<file path="config.mk">
export PLATFORM = sky130hd
export DESIGN_NAME = pc_fetch_flat
export DESIGN_NICKNAME = d
export VERILOG_FILES = /design/src/rtl/pc_fetch_pkg.sv /design/src/rtl/pc_fetch_if.sv /design/src/rtl/pc_fetch.sv /design/src/flat_wrapper.sv
export SDC_FILE = /design/constraint.sdc
export NUM_CORES = 1
export LEC_CHECK = 0
export CELL_PAD_IN_SITES_DETAIL_PLACEMENT = 1
export CELL_PAD_IN_SITES_GLOBAL_PLACEMENT = 1
export CORE_AREA = 2 2 92 94
export CTS_BUF_LIST = sky130_fd_sc_hd__clkbuf_4 sky130_fd_sc_hd__clkbuf_8
export DETAILED_ROUTE_END_ITERATION = 8
export DIE_AREA = 0 0 94 96
export PLACE_DENSITY_LB_ADDON = 0.1
export SYNTH_ARGS = -nofsm -noshare
export SYNTH_HDL_FRONTEND = slang
export SYNTH_SLANG_ARGS = --single-unit
</file>
<file path="constraint.sdc">
create_clock -name clk -period 1.8 [get_ports clk]
set_input_delay 0.45 -clock clk [delete_from_list [all_inputs] [get_ports clk]]
set_output_delay 0.45 -clock clk [all_outputs]
set_load 0.02 [all_outputs]
</file>
<file path="src/rtl/pc_fetch_pkg.sv">
// pc_fetch_pkg
// Shared definitions for the PC / instruction-fetch stage.
//   PC_W             : program-counter width (11 bits)
//   INSTR_W          : instruction word width (16 bits)
//   RESET_PC_DEFAULT : default PC loaded on reset
//   state_e          : 2-bit fetch FSM state encoding
package pc_fetch_pkg;

    localparam int PC_W    = 11;
    localparam int INSTR_W = 16;

    localparam logic [PC_W-1:0] RESET_PC_DEFAULT = 11'h000;

    typedef enum logic [1:0] {
        S_IDLE  = 2'd0,
        S_FETCH = 2'd1,
        S_HOLD  = 2'd2,
        S_HALT  = 2'd3
    } state_e;

endpackage

</file>
<file path="src/rtl/pc_fetch_if.sv">
// pc_fetch_if
// Bundles the fetch stage's PC-mux, instruction-memory and decode signals.
//   master : the fetch stage (drives read_PC, imem_*, instr*, fetch_count)
//   slave  : the surroundings (PC mux, memory, decode, halt source)
// CNT_W must match the CNT_W of the connected pc_fetch.
interface pc_fetch_if
    import pc_fetch_pkg::*;
#(
    parameter int CNT_W = 16
) ();

    logic [PC_W-1:0]    write_data_PC;
    logic [PC_W-1:0]    read_PC;
    logic               imem_req;
    logic [PC_W-1:0]    imem_addr;
    logic               imem_ack;
    logic [INSTR_W-1:0] imem_data;
    logic [INSTR_W-1:0] instr;
    logic               instr_valid;
    logic               decode_ready;
    logic               halt;
    logic [CNT_W-1:0]   fetch_count;

    modport master (
        input  write_data_PC, imem_ack, imem_data, decode_ready, halt,
        output read_PC, imem_req, imem_addr, instr, instr_valid, fetch_count
    );

    modport slave (
        output write_data_PC, imem_ack, imem_data, decode_ready, halt,
        input  read_PC, imem_req, imem_addr, instr, instr_valid, fetch_count
    );

endinterface

</file>
<file path="src/rtl/pc_fetch.sv">
// pc_fetch
// Holds the program counter, fetches one instruction at a time from
// instruction memory, presents it to decode with a valid/ready handshake
// and counts retired handshakes.
// Ports:
//   clk   : sole clock, rising edge
//   reset : synchronous active-high reset
//   bus   : pc_fetch_if.master (PC mux, imem request/ack, decode handshake,
//           halt, fetch_count)
// The PC only moves at a handshake, so the external PC-select mux always
// sees the PC of the instruction currently sitting in decode.
module pc_fetch
    import pc_fetch_pkg::*;
#(
    parameter logic [PC_W-1:0] RESET_PC = RESET_PC_DEFAULT,
    parameter int              CNT_W    = 16
) (
    input  logic          clk,
    input  logic          reset,
    pc_fetch_if.master    bus
);

    state_e             state_q, state_d;
    logic [PC_W-1:0]    pc_q, pc_d;
    logic               req_q, req_d;
    logic [INSTR_W-1:0] instr_q, instr_d;
    logic               valid_q, valid_d;
    logic [CNT_W-1:0]   cnt_q, cnt_d;

    // Next-state and next-output computation; req_d is derived from the
    // destination state so imem_req is a clean flop output.
    always_comb begin
        state_d = state_q;
        pc_d    = pc_q;
        req_d   = 1'b0;
        instr_d = instr_q;
        valid_d = valid_q;
        cnt_d   = cnt_q;
        case (state_q)
            S_IDLE: begin
                if (bus.halt) begin
                    state_d = S_HALT;
                end else begin
                    state_d = S_FETCH;
                    req_d   = 1'b1;
                end
            end
            S_FETCH: begin
                if (bus.imem_ack) begin
                    instr_d = bus.imem_data;
                    valid_d = 1'b1;
                    state_d = S_HOLD;
                end else begin
                    req_d   = 1'b1;
                end
            end
            S_HOLD: begin
                if (bus.decode_ready) begin
                    pc_d    = bus.write_data_PC;
                    valid_d = 1'b0;
                    cnt_d   = cnt_q + CNT_W'(1);
                    if (bus.halt) begin
                        state_d = S_HALT;
                    end else begin
                        state_d = S_FETCH;
                        req_d   = 1'b1;
                    end
                end else begin
                    valid_d = 1'b1;
                end
            end
            S_HALT: begin
                valid_d = 1'b0;
                if (bus.halt) begin
                    state_d = S_HALT;
                end else begin
                    state_d = S_FETCH;
                    req_d   = 1'b1;
                end
            end
            default: begin
                state_d = S_IDLE;
                valid_d = 1'b0;
            end
        endcase
    end

    // FSM and datapath registers; reset wins over every other input.
    always_ff @(posedge clk) begin
        if (reset) begin
            state_q <= S_IDLE;
            pc_q    <= RESET_PC;
            req_q   <= 1'b0;
            instr_q <= {INSTR_W{1'b0}};
            valid_q <= 1'b0;
            cnt_q   <= {CNT_W{1'b0}};
        end else begin
            state_q <= state_d;
            pc_q    <= pc_d;
            req_q   <= req_d;
            instr_q <= instr_d;
            valid_q <= valid_d;
            cnt_q   <= cnt_d;
        end
    end

    assign bus.read_PC     = pc_q;
    assign bus.imem_addr   = pc_q;
    assign bus.imem_req    = req_q;
    assign bus.instr       = instr_q;
    assign bus.instr_valid = valid_q;
    assign bus.fetch_count = cnt_q;

endmodule

</file>
<file path="src/flat_wrapper.sv">
// flat-port wrapper written by rule: the top's interface ports become plain ports
module pc_fetch_flat import pc_fetch_pkg::*;
#(
    parameter logic [PC_W-1:0] RESET_PC = RESET_PC_DEFAULT,
    parameter int              CNT_W    = 16
)
  (clk, reset, bus_write_data_PC, bus_imem_ack, bus_imem_data, bus_decode_ready, bus_halt, bus_read_PC, bus_imem_req, bus_imem_addr, bus_instr, bus_instr_valid, bus_fetch_count);
  pc_fetch_if #(.CNT_W(CNT_W)) bus_i ();
  input  logic clk;
  input  logic reset;
  input wire logic [$bits(bus_i.write_data_PC)-1:0] bus_write_data_PC;
  input wire logic [$bits(bus_i.imem_ack)-1:0] bus_imem_ack;
  input wire logic [$bits(bus_i.imem_data)-1:0] bus_imem_data;
  input wire logic [$bits(bus_i.decode_ready)-1:0] bus_decode_ready;
  input wire logic [$bits(bus_i.halt)-1:0] bus_halt;
  output wire logic [$bits(bus_i.read_PC)-1:0] bus_read_PC;
  output wire logic [$bits(bus_i.imem_req)-1:0] bus_imem_req;
  output wire logic [$bits(bus_i.imem_addr)-1:0] bus_imem_addr;
  output wire logic [$bits(bus_i.instr)-1:0] bus_instr;
  output wire logic [$bits(bus_i.instr_valid)-1:0] bus_instr_valid;
  output wire logic [$bits(bus_i.fetch_count)-1:0] bus_fetch_count;
  assign bus_i.write_data_PC = bus_write_data_PC;
  assign bus_i.imem_ack = bus_imem_ack;
  assign bus_i.imem_data = bus_imem_data;
  assign bus_i.decode_ready = bus_decode_ready;
  assign bus_i.halt = bus_halt;
  assign bus_read_PC = bus_i.read_PC;
  assign bus_imem_req = bus_i.imem_req;
  assign bus_imem_addr = bus_i.imem_addr;
  assign bus_instr = bus_i.instr;
  assign bus_instr_valid = bus_i.instr_valid;
  assign bus_fetch_count = bus_i.fetch_count;
  pc_fetch #(.RESET_PC(RESET_PC), .CNT_W(CNT_W)) u_core (.clk(clk), .reset(reset), .bus(bus_i));
endmodule
</file>
==> metrics.cfg, run 1 <==
[job]
maxCapViolCount=0

[routing]
drcViolationCount=0
drt-pass1-iter-count=3
ant_nets=0
post_drt_wl_per_cell_um=13.23
viasPerCell=4.431
drt_iter0_drc=50
wl_mm=5.862
via_count=1963

[global_route]
grt.total_usage_pct=13.24
antenna_found_initial=0
grt_start_max_net_pins=22
met1_usage_pct=16.19
grt_overflow=0
grtUsageMet3_pct=3.367
gr-usage-met2_pct=22.98
grt_pass1_wl_mm=9.287
grt_pass1_vias=1964
busiest_layer=met2

[final_layout]
final_nets=376
n_antenna_cell=0
drive_gt1_share_pct=13.31
nFillCells=949
final_common_cell=clkdlybuf4s50_1
layout_common_cells=clkdlybuf4s50_1, nand2_1, dfxtp_1
design_area_um2=3156
syn2layout_area_growth_pct=59.72

[timing]
rsz0062_at_grt=false
slew_viol_final=0
period_minus_slack_ps=1737
fmax_mhz=575.7
slew_headroom_pct=66.96
fin_crit_sh_pct=96.50
setup_slack_ps=62.93
setup_viol=0
tightest_slew_ps=495.6
hold_viol_final=0
skew_ps=9.221

[clock_network]
cts_tree=built
ctsRootBufferMaster=clkbuf_8
ctsHoldBuffers=0
cts_max_level=2
clock_path_buffers=2
cts_setup_buffers=0
clkTransAtPathRegs_ps=90
cts.sinks=47
cts_made_buffers=5
clock_latency_ps=300

[min_path]
hp-class=flip-flop to flip-flop
hold_start=u_core.bus.instr[11]$_SDFFE_PP0P_

[worst_setup_path]
cp.required_ps=1350
cp_data_arrival_time_ps=1290
cp_top_family=buffers and inverters
critical_path.max_stage_delay_ps=610
cp_num_buf_inv=1
endpoint_kind=output pin
critPathKind=flip-flop to output pin
r2r-start=u_core.state_q[0]$_SDFFE_PP0P_
crit_chain=clkdlybuf4s50_1
worst-path-max-fanout=3
start_kind=flip-flop
worstSetupStartpoint=u_core.bus.fetch_count[7]$_SDFFE_PP0P_
slowest_stage=clkdlybuf4s50_1

[yosys]
yosysUniqueCellTypes=29
synth.yosys.seq_area_share_pct=47.63
syn_nets=281
syn_inst=243
avgSynthCellArea_um2=8.130
ys_warn_count=0
synth_ff_type=dfxtp_1
synth-async-reset-ratio_pct=0
synth_seq_cells=47
mappedNetlistArea_um2=1976
synth-edff-count=0

[floorplan]
core_um2=8051
die_h_um=96
fp.dieW_um=94
start_util_pct=24.54
rows=33
io_pins=88
fp.dieArea_um2=9024

[outcome]
status=complete, no violations

[power_and_ir_drop]
p_leak_nw=1.216
peakVddDrop_v=0.0002903
power_density_nw_per_um2=690.6

[placement]
dpl_cell_area_um2=3047
place.gp.congestion=0.7236
numPortBuffers=87
dpl.hpwl_mm=4.297
place_ws_ps=-384.4

==> path summary, 6_finish.rpt <==
kind / end / slack, ps / depth (start not counted)
worst max-delay path: bus_fetch_count[7] / 60 / 1
worst min-delay path: u_core.bus.instr[11]$_SDFFE_PP0P_ / 460 / 2
worst max register to register: u_core.bus.fetch_count[15]$_SDFFE_PP0P_ / 80 / 6
worst min register to register: u_core.bus.instr[11]$_SDFFE_PP0P_ / 460 / 2
==> cells by family after synthesis <==
family	after synthesis	share of synthesized area, %
adders and majority gates	6	3.800
DFF	47	47.62
and+or+nand+nor	104	23.12
AOI/OAI and AO/OA	48	12.79
buffers and inverters	29	8.676
xor gates and xnor gates	9	3.990
==> sequential cells by signal, summed over array words and instances (netlist names) <==
name	flops
u_core.bus.imem_req	1
u_core.bus.instr_valid	1
u_core.bus.fetch_count	16
u_core.state_q	2
u_core.bus.instr	16
u_core.bus.imem_addr	11
==> Yosys cell counts, types with 2 or more instances <==
master	count	area [µm²]
nand4_1	5	31.28
ha_1	6	75.07
clkbuf_8	2	27.53
clkbuf_1	9	33.78
buf_4	11	82.58
a211oi_1	2	15.01
or3_1	5	31.28
inv_1	6	22.52
nor3_1	3	15.01
nand2_1	63	236.5
o21ai_0	6	30.03
nor4_1	2	12.51
nor2_1	15	56.30
nand3_1	3	15.01
dfxtp_1	47	940.9
xor2_1	3	26.28
a21oi_1	38	190.2
xnor2_1	6	52.55
==> area by class of cell <==
type                            count  area [µm²]  share of cell area [%]
Tap cell                          105       131.4                   4.163
Clock buffer                        6       82.58                   2.617
Multi-Input combinational cell    167       883.3                   27.99
Sequential cell                    47       945.9                   29.98
Clock inverter                      1       5.005                  0.1586
Timing Repair Buffer              111        1085                   34.38
Inverter                            6       22.52                  0.7137
==> routing by layer <==
layer | wire length, µm | up-vias
met5 | 0 | -
met3 | 325 | 5
met2 | 2839 | 56
li1 | - | 976
met4 | 69 | 0
met1 | 2627 | 926
==> what timing repair did <==
item	CTS	global route
hold endpoints to repair	0	0
setup endpoints to repair	9	5
resized for setup	8	9
pin swaps	0	0
==> stage by stage <==
step | std cells | hold WS [ps] | utilization (%) | power, W | TNS (ps)
after floorplan | 243 | 508.4 | - | 0.001324 | 0
after global placement | 436 | 441.2 | 37.84 | 0.001543 | -1866
after detailed placement | 436 | 449.9 | 37.84 | 0.001551 | -2412
after CTS | 443 | 464.9 | 38.87 | 0.002227 | 0
after global routing | 443 | 476.9 | 39.19 | 0.002305 | 0
final | 443 | 459.8 | 39.19 | 0.002179 | 0
==> report_power, final <==
group,internal (W),total [W],leakage (nW),switching (W)
Sequential,0.00108,0.00110,0.384,0.0000229
Clock,0.000302,0.000662,0.0470,0.000360
Combinational,0.000214,0.000414,0.786,0.000200
Total,0.00160,0.00218,1.22,0.000583
Power figures use the tool's default switching activity.
==> inputs of run 2 (changes only) <==
SETUP_SLACK_MARGIN = 0.1   (was default)
==> run 2 against run 1 <==
- register-to-register slack gained 40 ps
- cell count unchanged
- core utilization down 0.42 points
- global-route usage fell by 0.54 points
- total power rose by 0.67%
- clock power rose by 8.3%
- maximum frequency rose by 3.7%
- worst setup slack gained 61 ps
- flip-flop and latch count unchanged
- cell area shrank 1.1%
- count of clock-buffer cells in the layout up 2
- sequential power about the same
- largest cell class unchanged
==> metrics.cfg, run 2 (same netlist as run 1, synthesis figures left out) <==
[final_layout]
layout_common_cells=nand2_1, dlygate4sd2_1, a21oi_1
multi_input_area_um2=902.1
utilization_pct=38.77
final_common_cell=nand2_1
design_area_um2=3122
final_nets=375
seq_area_um2=963.4
n_antenna_cell=0
syn2layout_area_growth_pct=58.01
drive_gt1_share_pct=15.38
fin_cells=443
nFillCells=963

[power_and_ir_drop]
power_density_nw_per_um2=702.8
p_leak_nw=1.432
p_comb_share_pct=17.2
p_int_w=0.001624
seq_power_share_pct=50.1
power_w=0.002194
swShare_pct=25.99
clkPwrFrac_pct=32.7
switching_power_w=0.0005702
peakVddDrop_v=0.0003394

[routing]
via_count=1937
wl_mm=5.556
drt_iter0_drc=25
drcViolationCount=0
ant_nets=0
drt-pass1-iter-count=4
post_drt_wl_per_cell_um=12.54
viasPerCell=4.372

[min_path]
hp-class=flip-flop to flip-flop
hold_start=u_core.bus.instr[1]$_SDFFE_PP0P_

[floorplan]
start_util_pct=24.54
fp.dieW_um=94
core_um2=8051
die_h_um=96
rows=33
fp.dieArea_um2=9024
io_pins=88

[worst_setup_path]
start_kind=flip-flop
cp_data_arrival_time_ps=1900
endpoint_kind=flip-flop
crit_path_end=u_core.bus.fetch_count[13]$_SDFFE_PP0P_
reg2reg_slack_ps=120
critical_path.max_stage_delay_ps=460
worstSetupStartpoint=u_core.state_q[0]$_SDFFE_PP0P_
cp_num_buf_inv=1
crit_chain=inv_2 > ha_4 > nand3_2 > or4_4 > or3_1 > a21oi_1
cp_top_family=simple AND/OR/NAND/NOR gates
reg2reg_to=u_core.bus.fetch_count[13]$_SDFFE_PP0P_
cp_num_cells=6
r2r-start=u_core.state_q[0]$_SDFFE_PP0P_
cp.required_ps=2030
worst-path-max-fanout=6
slowest_stage=or4_4
critPathKind=flip-flop to flip-flop
rr_worst_depth=6

[timing]
period_minus_slack_ps=1676
hold_viol_final=0
slew_viol_final=0
rsz0062_at_grt=true
fmax_mhz=596.7
skew_ps=6.079
tightest_slew_ps=501.8
fin_crit_sh_pct=93.10
setup_viol=0
fin_worst_hold_slack_ps=456.3
slew_headroom_pct=66.54

[global_route]
grt.total_usage_pct=12.71
grt_start_max_net_pins=24
grt_overflow=0
grt_pass1_wl_mm=8.990
grt_pass1_vias=1911
antenna_found_initial=0

[clock_network]
clkTransAtPathRegs_ps=80
cts_tree=built
cts_max_level=2
ctsHoldBuffers=0
ctsRootBufferMaster=clkbuf_8
cts_made_buffers=5
clock_latency_ps=300
cts.sinks=47
clock_path_buffers=2

[job]
maxCapViolCount=0

[placement]
numPortBuffers=87
dpl_cell_area_um2=3019
place.gp.congestion=0.6918
dp.cells=432
dpl.hpwl_mm=4.125

[outcome]
status=complete, no violations

## run 2: cell count changes in the layout (fill, tap and decap cells not counted), moves of 2 or more
cell             previous run  this run
dfxtp_4                     0         4
dfxtp_1                    43        37
dfxtp_2                     4         6
nor4_1                      2         0
dlygate4sd2_1               7        52
nor4_2                      0         2
clkdlybuf4s50_1            75        29
buf_12                      3         1
## run 2: worst min-delay path by stage
stage	to	slack (ps)	cells past startpoint
floorplan	u_core.bus.fetch_count[1]$_SDFFE_PP0P_	500	2
global placement	u_core.bus.instr[12]$_SDFFE_PP0P_	440	2
detailed placement	u_core.bus.instr[1]$_SDFFE_PP0P_	450	2
CTS	u_core.bus.instr[1]$_SDFFE_PP0P_	460	2
global route	u_core.bus.instr[9]$_SDFFE_PP0P_	480	2
finish	u_core.bus.instr[1]$_SDFFE_PP0P_	460	2
## run 2: final cells by class
cell class / instances / share of cell area, %
flip-flops and latches: 47 / 30.86
well taps: 105 / 4.208
inverters: 6 / 0.7214
multi-input cells: 167 / 28.90
repair buffers: 110 / 31.98
clock buffers: 8 / 3.327
## run 2: timing repair
| action | in CTS | in global routing |
|---|---|---|
| resized for setup | 53 | 11 |
| endpoints found under the setup margin | 55 | 11 |
| pin swaps | 1 | 7 |
| setup buffers | 0 | 3 |
## run 2: worst min-delay path: stages (launching register included)
cell and delay (ps):
dfxtp_1 310, nand2_1 50, a21oi_1 50
## run 2: power by group through the flow
stage | logic [W] | registers, W | clock network (W)
floorplan | 0.000155 | 0.00117 | 0
global placement | 0.000402 | 0.00112 | 0
detailed placement | 0.000406 | 0.00113 | 0
CTS | 0.000380 | 0.00110 | 0.000761
global route | 0.000420 | 0.00111 | 0.000816
finish | 0.000377 | 0.00110 | 0.000717
## run 2: routing by layer
| metal | up-vias | track usage (%) | routed length [µm] |
|---|---|---|---|
| met2 | 62 | 21.61 | 2519 |
| met5 | - | 0 | 0 |
| met4 | 0 | 3.623 | 66 |
| met3 | 6 | 3.915 | 359 |
| met1 | 888 | 15.55 | 2610 |
| li1 | 981 | - | - |
## run 2: metrics by stage
step                      setup WS, ps  TNS [ps]
final                            124.2         0
after floorplan                  106.4         0
after CTS                        72.22         0
after detailed placement        -299.9     -1993
after global placement          -273.6     -1421
after global routing             42.69         0
==> inputs of run 3 (changes only) <==
ABC_AREA = 1   (was default)
CORE_AREA = 2 2 94 96   (was 2 2 92 94)
DIE_AREA = 0 0 96 98   (was 0 0 94 96)
clock period = 1.76 ns   (was 1.8 ns; I/O delays follow)
==> run 3 against run 2 <==
- first-iteration DRC count shrank 4.0%
- die area rose by 4.3%
- cell area fell by 2.2%
- flip-flop and latch count unchanged
- sequential power rose by 5%
- combinational power rose by 25%
- synthesized cell count up 14%
- non-clock buffer count fell by 9
- routed wire length increased by 4.3%
- global-route usage is 0.53 points higher
- critical path type is now flip-flop to output pin
- largest cell class is now registers
==> metrics.cfg, run 3 <==
[yosys]
yosysUniqueCellTypes=25
synthTopCellsByArea=dfxtp_1, nor2_1, o21ai_0, nand2_1, buf_4
synth_ff_type=dfxtp_1
ys_warn_count=0
avgSynthCellArea_um2=7.444
synth-edff-count=0
synth_top_area_share_pct=45.80
synth.yosys.seq_area_share_pct=45.80
synth-async-reset-ratio_pct=0
ys_top_cells_by_count=nor2_1, dfxtp_1, o21ai_0
synth_seq_cells=47
synth.most_common_cell=nor2_1
syn_nets=314
yosysTopAreaCell=dfxtp_1
syn_inst=276
mappedNetlistArea_um2=2054

[min_path]
hold_path_depth=2
hold_start=u_core.bus.instr[10]$_SDFFE_PP0P_
whs_endpoint=u_core.bus.instr[10]$_SDFFE_PP0P_
hp-class=flip-flop to flip-flop

[worst_setup_path]
cp_top_family=flip-flops
r2r-start=u_core.state_q[0]$_SDFFE_PP0P_
endpoint_kind=output pin
worst-path-max-fanout=5
critical_path.max_stage_delay_ps=430
crit_chain=dlygate4sd2_1
critPathKind=flip-flop to output pin
cp_data_arrival_time_ps=1090
reg2reg_slack_ps=360
cp_num_buf_inv=1
slowest_stage=dfxtp_1
cp.required_ps=1320
start_kind=flip-flop
reg2reg_to=u_core.bus.imem_addr[0]$_SDFFE_PP0P_
rr_worst_depth=7

[timing]
fmax_mhz=654.2
fin_crit_sh_pct=86.85
skew_ps=5.772
setup_viol=0
tightest_slew_ps=295.0
slew_headroom_pct=80.31
period_minus_slack_ps=1529
fin_setup_tns_ps=0
slew_viol_final=0
hold_viol_final=0
rsz0062_at_grt=false

[final_layout]
n_antenna_cell=0
nFillCells=1054
final_common_cell=nor2_1
final_nets=402
utilization_pct=36.06
drive_gt1_share_pct=9.589
syn2layout_area_growth_pct=48.60
layout_common_cells=nor2_1, dlygate4sd2_1, dfxtp_1

[clock_network]
clock_latency_ps=300
clock_path_buffers=2
cts.sinks=47
cts_made_buffers=5
cts_tree=built
clkTransAtPathRegs_ps=90
cts_max_level=2
ctsHoldBuffers=0
ctsRootBufferMaster=clkbuf_8

[power_and_ir_drop]
swShare_pct=29.73
power_density_nw_per_um2=752.0
p_leak_nw=1.434
peakVddDrop_v=0.0003514
clkPwrFrac_pct=28.8
p_comb_share_pct=20.6
seq_power_share_pct=50.6
switching_power_w=0.0006826
p_int_w=0.001613

[floorplan]
start_util_pct=24.27
io_pins=88
rows=34
fp.dieArea_um2=9408
die_h_um=98
core_um2=8466
fp.dieW_um=96

[outcome]
status=complete, no violations

[routing]
wl_mm=5.796
viasPerCell=4.374
ant_nets=0
drt-pass1-iter-count=4
drt_iter0_drc=24
via_count=2069
post_drt_wl_per_cell_um=12.25
drcViolationCount=0

[global_route]
grt.total_usage_pct=13.24
grt_pass1_wl_mm=9.839
grt_start_max_net_pins=20
antenna_found_initial=0
grt_pass1_vias=2095
grt_overflow=0

[job]
maxCapViolCount=0

[placement]
dpl.hpwl_mm=4.398
place.gp.congestion=0.7033
numPortBuffers=87

## run 3: cell types whose count changed after synthesis, sizes merged, moves of 6 or more
cell    before  now
a21oi       38   12
clkbuf      11    4
inv          6   18
nand2       63   33
nor2        15   85
o21ai        6   36
xnor2        6    0
## run 3: how the worst max path moves through the flow
| stage | cells past startpoint | startpoint | to | slack [ps] |
|---|---|---|---|---|
| after floorplan | 9 | u_core.state_q[0]$_SDFFE_PP0P_ | u_core.bus.fetch_count[4]$_SDFFE_PP0P_ | 370 |
| after global placement | 7 | bus_decode_ready | u_core.bus.fetch_count[13]$_SDFFE_PP0P_ | 0.9 |
| after detailed placement | 6 | bus_decode_ready | u_core.bus.fetch_count[15]$_SDFFE_PP0P_ | 7 |
| after CTS | 1 | u_core.bus.fetch_count[4]$_SDFFE_PP0P_ | bus_fetch_count[4] | 200 |
| after global routing | 1 | u_core.bus.fetch_count[2]$_SDFFE_PP0P_ | bus_fetch_count[2] | 150 |
| final | 1 | u_core.bus.fetch_count[9]$_SDFFE_PP0P_ | bus_fetch_count[9] | 230 |
## run 3: final cells by class
cell class | count | area [µm²] | area share (%)
Sequential cell | 47 | 940.9 | 30.82
Multi-Input combinational cell | 190 | 909.6 | 29.80
Timing Repair Buffer | 101 | 905.9 | 29.67
Tap cell | 108 | 135.1 | 4.426
Inverter | 19 | 72.57 | 2.377
Clock buffer | 5 | 68.82 | 2.254
Clock inverter | 3 | 20.02 | 0.6557
## run 3: power by group through the flow
stage	clock, W	combinational [W]	sequential, W
after detailed placement	0	0.000533	0.00119
after global routing	0.000762	0.000530	0.00117
after CTS	0.000717	0.000483	0.00116
after global placement	0	0.000530	0.00119
after floorplan	0	0.000209	0.00126
final	0.000661	0.000473	0.00116
## run 3: logic make-up (layout without fill, tap and decap cells)
family | after synthesis | count (layout) | share of synthesized area (%)
DFF | 47 | 47 | 45.80
AOI/OAI and AO/OA | 51 | 51 | 12.91
and+or+nand+nor | 133 | 133 | 27.71
buffers and inverters | 39 | 128 | 9.927
adders and majority gates | 6 | 6 | 3.654
## run 3: per-layer routing
metal | global-route usage, % | wire (µm) | vias to the layer above
li1 | - | - | 1044
met1 | 16.03 | 2593 | 966
met3 | 4.861 | 433 | 2
met4 | 3.626 | 40 | 0
met2 | 21.85 | 2729 | 57
met5 | 0 | 0 | -
## run 3: what timing repair did
item,CTS,global route
buffers inserted,0,0
gates resized for setup,56,0
setup endpoints to repair,56,0
## run 3: stage by stage
stage	hold slack, ps	power [W]	std cells	cell area [µm²]	setup slack [ps]
2_1_floorplan	483.5	0.001470	276	2054	366.7
3_3_place_gp	461.4	0.001718	465	3034	0.8727
3_5_place_dp	477.7	0.001723	465	3034	7.173
4_1_cts	495.8	0.002364	473	3053	198.7
5_1_grt	525.1	0.002464	473	3053	152.9
6_report	485.8	0.002296	473	3053	231.5
